`config.mk`:
```
export PLATFORM = sky130hd
export DESIGN_NAME = reg_file_flat
export DESIGN_NICKNAME = d
export VERILOG_FILES = /design/src/rtl/cpu_pkg.sv /design/src/rtl/reg_file_if.sv /design/src/rtl/reg_file_read_mux.sv /design/src/rtl/reg_file.sv /design/src/flat_wrapper.sv
export SDC_FILE = /design/constraint.sdc
export NUM_CORES = 2
export LEC_CHECK = 0
export CAP_MARGIN = 5
export CORE_AREA = 2 2 346 433
export DETAILED_ROUTE_END_ITERATION = 6
export DIE_AREA = 0 0 348 435
export PLACE_DENSITY = 0.67
export SLEW_MARGIN = 30
export SYNTH_ARGS = -nofsm -noshare
export SYNTH_HDL_FRONTEND = slang
export SYNTH_HIERARCHICAL = 1
export SYNTH_SLANG_ARGS = --single-unit
export TNS_END_PERCENT = 5
```
`constraint.sdc`:
```
create_clock -name Clock -period 5.8 [get_ports Clock]
set_input_delay 0.87 -clock Clock [delete_from_list [all_inputs] [get_ports Clock]]
set_output_delay 0.87 -clock Clock [all_outputs]
set_load 0.05 [all_outputs]
```
`src/rtl/cpu_pkg.sv`:
```
// ============================================================================
//  Module      : cpu_pkg
//  Description : Shared CPU datapath widths and register-bank types.
//  Revision    : 1.0 - initial release
// ============================================================================
`default_nettype none

package cpu_pkg;

    localparam int REG_ADDR_W = 5;
    localparam int REG_DATA_W = 32;
    localparam int NUM_GPR    = 32;

    typedef logic [REG_ADDR_W-1:0] reg_addr_t;
    typedef logic [REG_DATA_W-1:0] word_t;

endpackage : cpu_pkg

`default_nettype wire

```
`src/rtl/reg_file_if.sv`:
```
// ============================================================================
//  Module      : reg_file_if
//  Description : Read/write port bundle of the general-purpose register bank.
//  Revision    : 1.0 - initial release
// ============================================================================
`default_nettype none

interface reg_file_if
    import cpu_pkg::*;
#(
    parameter int DATA_WIDTH = REG_DATA_W,
    parameter int ADDR_WIDTH = REG_ADDR_W
);

    logic [ADDR_WIDTH-1:0] Ra;
    logic [ADDR_WIDTH-1:0] Rb;
    logic [ADDR_WIDTH-1:0] Rw;
    logic                  RegWr;
    logic [DATA_WIDTH-1:0] busW;
    logic [DATA_WIDTH-1:0] busA;
    logic [DATA_WIDTH-1:0] busB;

    modport master (
        output Ra,
        output Rb,
        output Rw,
        output RegWr,
        output busW,
        input  busA,
        input  busB
    );

    modport slave (
        input  Ra,
        input  Rb,
        input  Rw,
        input  RegWr,
        input  busW,
        output busA,
        output busB
    );

endinterface : reg_file_if

`default_nettype wire

```
`src/rtl/reg_file_read_mux.sv`:
```
// ============================================================================
//  Module      : reg_file_read_mux
//  Description : Combinational NUM_REGS:1 read selector with r0/range masking.
//  Revision    : 1.0 - initial release
// ============================================================================
`default_nettype none

module reg_file_read_mux
    import cpu_pkg::*;
#(
    parameter int DATA_WIDTH = REG_DATA_W,
    parameter int ADDR_WIDTH = REG_ADDR_W,
    parameter int NUM_REGS   = NUM_GPR,
    parameter int ZERO_R0    = 0
) (
    input  wire logic [NUM_REGS-1:0][DATA_WIDTH-1:0] i_regs,
    input  wire logic [ADDR_WIDTH-1:0]               i_addr,
    output logic      [DATA_WIDTH-1:0]               o_data
);

    // Unimplemented addresses never match any index and fall through to zero.
    always_comb begin
        o_data = '0;
        for (int i = 0; i < NUM_REGS; i++) begin
            if (i_addr == ADDR_WIDTH'(i)) begin
                o_data = ((ZERO_R0 != 0) && (i == 0)) ? '0 : i_regs[i];
            end
        end
    end

endmodule : reg_file_read_mux

`default_nettype wire

```
`src/rtl/reg_file.sv`:
```
// ============================================================================
//  Module      : reg_file
//  Description : General-purpose register bank, 2 async read ports, 1 write.
//  Revision    : 1.0 - initial release
// ============================================================================
`default_nettype none

module reg_file
    import cpu_pkg::*;
#(
    parameter int DATA_WIDTH = REG_DATA_W,
    parameter int ADDR_WIDTH = REG_ADDR_W,
    parameter int NUM_REGS   = NUM_GPR,
    parameter int ZERO_R0    = 0
) (
    input  wire logic   Clock,
    input  wire logic   Reset,
    reg_file_if.slave   bus
);

    logic [NUM_REGS-1:0][DATA_WIDTH-1:0] r_regs;
    logic [NUM_REGS-1:0]                 w_we;

    // One enable per register; r0 is never enabled when it is hard-wired.
    for (genvar i = 0; i < NUM_REGS; i++) begin : g_reg
        assign w_we[i] = bus.RegWr
                       && (bus.Rw == ADDR_WIDTH'(i))
                       && !((ZERO_R0 != 0) && (i == 0));

        always_ff @(posedge Clock) begin
            if (Reset) begin
                r_regs[i] <= '0;
            end else if (w_we[i]) begin
                r_regs[i] <= bus.busW;
            end
        end
    end

    reg_file_read_mux #(
        .DATA_WIDTH (DATA_WIDTH),
        .ADDR_WIDTH (ADDR_WIDTH),
        .NUM_REGS   (NUM_REGS),
        .ZERO_R0    (ZERO_R0)
    ) u_mux_a (
        .i_regs (r_regs),
        .i_addr (bus.Ra),
        .o_data (bus.busA)
    );

    reg_file_read_mux #(
        .DATA_WIDTH (DATA_WIDTH),
        .ADDR_WIDTH (ADDR_WIDTH),
        .NUM_REGS   (NUM_REGS),
        .ZERO_R0    (ZERO_R0)
    ) u_mux_b (
        .i_regs (r_regs),
        .i_addr (bus.Rb),
        .o_data (bus.busB)
    );

endmodule : reg_file

`default_nettype wire

```
`src/flat_wrapper.sv`:
```
// flat-port wrapper written by rule: the top's interface ports become plain ports
module reg_file_flat import cpu_pkg::*;
#(
    parameter int DATA_WIDTH = REG_DATA_W,
    parameter int ADDR_WIDTH = REG_ADDR_W,
    parameter int NUM_REGS   = NUM_GPR,
    parameter int ZERO_R0    = 0
)
  (Clock, Reset, bus_Ra, bus_Rb, bus_Rw, bus_RegWr, bus_busW, bus_busA, bus_busB);
  reg_file_if #(.DATA_WIDTH(DATA_WIDTH), .ADDR_WIDTH(ADDR_WIDTH)) bus_i ();
  input  wire logic Clock;
  input  wire logic Reset;
  input wire logic [$bits(bus_i.Ra)-1:0] bus_Ra;
  input wire logic [$bits(bus_i.Rb)-1:0] bus_Rb;
  input wire logic [$bits(bus_i.Rw)-1:0] bus_Rw;
  input wire logic [$bits(bus_i.RegWr)-1:0] bus_RegWr;
  input wire logic [$bits(bus_i.busW)-1:0] bus_busW;
  output wire logic [$bits(bus_i.busA)-1:0] bus_busA;
  output wire logic [$bits(bus_i.busB)-1:0] bus_busB;
  assign bus_i.Ra = bus_Ra;
  assign bus_i.Rb = bus_Rb;
  assign bus_i.Rw = bus_Rw;
  assign bus_i.RegWr = bus_RegWr;
  assign bus_i.busW = bus_busW;
  assign bus_busA = bus_i.busA;
  assign bus_busB = bus_i.busB;
  reg_file #(.DATA_WIDTH(DATA_WIDTH), .ADDR_WIDTH(ADDR_WIDTH), .NUM_REGS(NUM_REGS), .ZERO_R0(ZERO_R0)) u_core (.Clock(Clock), .Reset(Reset), .bus(bus_i));
endmodule
```
Word level (Yosys, flattened, before mapping)
Cells that the tools add are included.
- memories: 0
- bits in latches: 0
- bits in read-only memories: 0
- logic and storage cells: 224
- flip-flop bits (word level): 1024
- output and inout port bits: 64
- bits in writable memories: 0
- $mul: 0
- order comparisons: 0
- bitwise operators: 0
- shift operators: 0
- divide/modulo/power cells: 0
- multiplexer cells: 64
- reduce and logical (&&, ||, !) cells: 35
- $add $sub $neg: 0
- eq/ne operators: 93
- operators by type and width (operator ; number):
    32-bit two-way mux ; 64
    5-bit equality test, second input constant ; 48
    5-bit by 4-bit equality test with 1-bit output, second input constant ; 24
    5-bit by 3-bit equality test with 1-bit output, second input constant ; 12
    1-bit logical AND ; 32
    5-bit by 2-bit equality test with 1-bit output, second input constant ; 6
    5-bit by 1-bit equality test with 1-bit output, second input constant ; 3
    5-bit zero test ; 3

Logic depth before layout (Yosys ltp)
- depth after elaboration: 33
- gate-level depth with buffers: 12
- mapped depth without buffers: 7

Cells and area by module
Netlist, hierarchy kept.
- modules (own cells, without submodules) (module ; times used ; area each (um2) ; cells an instance ; sequential area each (um2)):
    reg_file ; 1 ; 39197.6 ; 3469 ; 20499.7
    reg_file_read_mux ; 2 ; 9705.6 ; 1548 ; 0.0

Least setup slack after synthesis
OpenSTA, ideal clock, no wires.
- path kind: input to output
- start: in bus_Ra[1]
- end: out bus_busA[3]
- data required time: 4.930 ns
- data arrival time: 3.511 ns
- stages on the path: 10
- buffers on the path: 6
- path slack: 1.419 ns
- cells stage by stage: buf_2 -> buf_4 -> buf_2 -> buf_2 -> buf_2 -> buf_2 -> nand2_1 -> a211oi_1 -> a2111oi_0 -> o21ai_0
- longest elaborated chain between the ends: 33
- elaborated cells between the ends (all ways): 64
- those cells by class: 31 x eq/ne; 32 x mux; 1 x reduce/logical
- RTL lines (what ; RTL line ; RTL):
    start: declaration ; flat_wrapper.sv:13 ; input wire logic [$bits(bus_i.Ra)-1:0] bus_Ra;
    5-bit zero test ; reg_file_read_mux.sv:25 ; if (i_addr == ADDR_WIDTH'(i)) begin
    32-bit two-way mux (31 in series) ; reg_file_read_mux.sv:25 ;
    32-bit two-way mux * ; reg_file_read_mux.sv:25 ;
    end: declaration ; flat_wrapper.sv:18 ; output wire logic [$bits(bus_i.busA)-1:0] bus_busA;
Every way passes the cells marked *; elsewhere a longest branch is shown, timed or not.

Worst setup path after layout
- start: in bus_Rb[2]
- end: out bus_busB[25]
- longest elaborated chain between the ends: 33
- elaborated cells between the ends (all ways): 64
- those cells by class: 31 x eq/ne; 32 x mux; 1 x reduce/logical
- RTL lines (what ; RTL line ; RTL):
    start: declaration ; flat_wrapper.sv:14 ; input wire logic [$bits(bus_i.Rb)-1:0] bus_Rb;
    5-bit zero test ; reg_file_read_mux.sv:25 ;
    32-bit two-way mux (31 in series) ; reg_file_read_mux.sv:25 ;
    32-bit two-way mux * ; reg_file_read_mux.sv:25 ;
    end: declaration ; flat_wrapper.sv:19 ; output wire logic [$bits(bus_i.busB)-1:0] bus_busB;
Marked as above.

==> metrics <==
Post-Syn Area=roughly 0.06 mm²; worst setup path end=bus_busB[25]; critical path capture point type=primary output; Area Overhead vs Synth=10.4%; critical path, cell by cell=buf_4 -> buf_12 -> nor2b_1 -> nand2_1 -> o21ai_0 -> a211oi_1 -> o21ai_0 -> a21oi_1 -> or4_1 -> buf_4; Seq/Total Area, Yosys=a little over a third; gr usage total=between 30% and 40%; max_cap viols=0; Root Driver=clkbuf_16; syn_nets=6615; CTS tree=done; Die Span Y=between 400 and 500 µm; max-slew violations=0; post-synthesis mux area share=22.7%; Unique masters post-synth=76; DP HPWL=between 150000 and 200000 µm; drc violations=0; postcts setup bufs=0; HP Class=reg2reg; worst-margin pin slew=roughly 1.2 ns; setup slack, reg-to-reg=a little under 5 ns; Reg with most FFs=u_core/r_regs; top cells by area, synth=dfxtp_1 (35%), mux2i_1 (20%), nand2b_1 (12%); power per cell area=around 260 mW/mm²; vias in the first global route=around 53000; Post-Route WL=~250000 µm; initial antenna violation count=12; clock network fraction of design power=between 40 and 50%; CTS H-tree lvls=3; simple-gate share of the synthesized area=18.2%; Largest regs=u_core/r_regs: 1024 flops; count leader, synth=mux2i_1; share of layout cells above drive strength 1=about a tenth; commonest cells in the netlist=mux2i_1 (1180), nand2b_1 (1094), dfxtp_1 (1024); Worst setup startpoint=bus_Rb[2]; share of the synthesized area in the top cell type=35.0%; Die X=between 300 and 400 µm; yosys warns=6; final setup fails=0; fin crit share=between 90% and 100%; R2R Path Start=u_core/r_regs[704]$_SDFFE_PP0P_; Yosys top cell by area=dfxtp_1; final layout net count=between 6000 and 7000; crit path launch type=input pin; first-pass GRT wire length=approximately 360000 µm; clock skew=0 ns; Post-Syn Instances=around 6600; largest net degree at the start of global routing=227; wire per inst=approximately 30 µm; Synth Area in Compound Gates=a little under a fifth; Peak Freq=between 0.15 and 0.2 GHz; Starting Density=39.7%; drt pass-1 iters=7; Comb power frac=between 10% and 20%; TritonCTS Sinks=1024; Total Die Area=~0.15 mm²; Post-synth EDFFs=0; largest family of logic cells by synthesized area=multiplexers; CP max FO=just under 50; grt ovf=0; CP max stage delay=0.83 ns; ys flop type=dfxtp_1; Clock transition at path regs=approximately 0.06 ns; port bufs=between 100 and 150; number of buffers created by CTS=101; global placement routability congestion=between 0.9 and 1; WP data arrival=about 4.6 ns; Skew-Pair Late Insertion Delay=about 0.73 ns; post-route cell area=0.0647 mm²; Worst EP required=about 4.9 ns; post-synthesis adder-cell area fraction=0%; slowest CP cell=nor2b_1; Post-Route Setup TNS=0 ns; Flop pwr share=43.1%; minimum clock period=about 5.5 ns; outcome=completed; row cnt=158; core area=0.148 mm²; switching power share of the total=between 20% and 30%; Rel. slew slack=21.9%; detailed router's first-iteration violation count=7995; Reg2Reg Depth=2; Via density=~6.6; area of placed instances=about 0.061 mm²; WS Path Type=in2out; NetSw=roughly 4.8 mW; unrepaired setup endpoints after global routing=no; Final Hold Viols=0; Post-Synth XOR/XNOR Area=0%; number of flip-flops under the largest register name=1024; hold buffer count at CTS=0; # IOs=between 100 and 150; Peak VDD IR=~0.29 mV; via count=roughly 55000; Pint=between 10 and 15 mW; Post-synth ARST share=0%; leakage=~29 nW; Mean Syn Cell Area=around 8.9 µm²; CTS Buffer Depth=3; R2R Path End=u_core/r_regs[704]$_SDFFE_PP0P_; Resize count post-CTS=0; antenna-violating nets left=0; Yosys reg bits=~1000
-- layer usage --
metal	share of wire, %	up-vias	GRT usage [%]
li1	-	23300	-
met1	36	26700	37.4
met4	8.6	6	23.4
met3	12	1189	9.22
met5	0.015	-	0
met2	44	3835	49.4
-- metrics by stage --
| stage | setup WS (ns) | util (%) | instances | total power [mW] | hold WS, ns |
|---|---|---|---|---|---|
| after floorplan | 1.42 | - | 6565 | 8.60 | 0.453 |
| after global placement | 0.427 | 41.5 | 8171 | 9.52 | 0.466 |
| after detailed placement | 0.589 | 41.5 | 8171 | 9.53 | 0.474 |
| after CTS | 0.574 | 43.8 | 8358 | 16.4 | 0.487 |
| after global routing | 0.358 | 43.8 | 8364 | 16.8 | 0.506 |
| final | 0.299 | 43.8 | 8367 | 16.5 | 0.487 |
-- power by group through the flow --
| stage | Combinational [mW] | Sequential, mW | Clock, mW |
|---|---|---|---|
| after floorplan | 1.33 | 7.27 | 0 |
| after global placement | 2.24 | 7.28 | 0 |
| after detailed placement | 2.25 | 7.28 | 0 |
| after CTS | 2.26 | 7.12 | 7.05 |
| after global routing | 2.38 | 7.13 | 7.33 |
| final | 2.37 | 7.13 | 7.03 |
-- cells in the final DEF, fill, tap and decap left out, types with 156 or more instances in the layout --
cell type	n
a21oi_1	388
buf_4	283
dfxtp_1	1024
mux2i_1	1180
nand2_1	189
nand2b_1	1092
nor2_1	312
o21ai_0	350
o221ai_1	156
o22ai_1	190
-- how the worst min path moves through the flow --
stage	startpoint	end	slack [ns]	cells after the start
3_3_place_gp	u_core/r_regs[731]$_SDFFE_PP0P_	u_core/r_regs[731]$_SDFFE_PP0P_	0.47	2
2_1_floorplan	u_core/r_regs[125]$_SDFFE_PP0P_	u_core/r_regs[125]$_SDFFE_PP0P_	0.45	2
6_report	u_core/r_regs[65]$_SDFFE_PP0P_	u_core/r_regs[65]$_SDFFE_PP0P_	0.49	2
5_1_grt	u_core/r_regs[722]$_SDFFE_PP0P_	u_core/r_regs[722]$_SDFFE_PP0P_	0.51	2
3_5_place_dp	u_core/r_regs[810]$_SDFFE_PP0P_	u_core/r_regs[810]$_SDFFE_PP0P_	0.47	2
4_1_cts	u_core/r_regs[65]$_SDFFE_PP0P_	u_core/r_regs[65]$_SDFFE_PP0P_	0.49	2
-- area by class of cell --
type / count / area [µm²]
diodes: 9 / 22.5
fillers: 14100 / 82900
flip-flops and latches: 1024 / 20500
repair buffers: 363 / 3280
clock inverters: 46 / 544
well taps: 1920 / 2400
clock buffers: 141 / 2880
multi-input cells: 4842 / 35000
inverters: 22 / 85.1
-- worst max-delay path: cells and delay by family --
kind	cells	cell delay (ns)
AOI/OAI and AO/OA	4	0.93
buffers and inverters	3	0.79
and+or+nand+nor	3	2.00
-- cells by family (layout without fill, tap and decap cells) --
logic type             after synthesis  in the layout
AOI/OAI and AO/OA                 1672           1672
buffers and inverters              699            572
DFF                               1024           1024
muxes                             1274           1274
other                                0              9
and+or+nand+nor                   1896           1896
(Power assumes the default switching activity.)
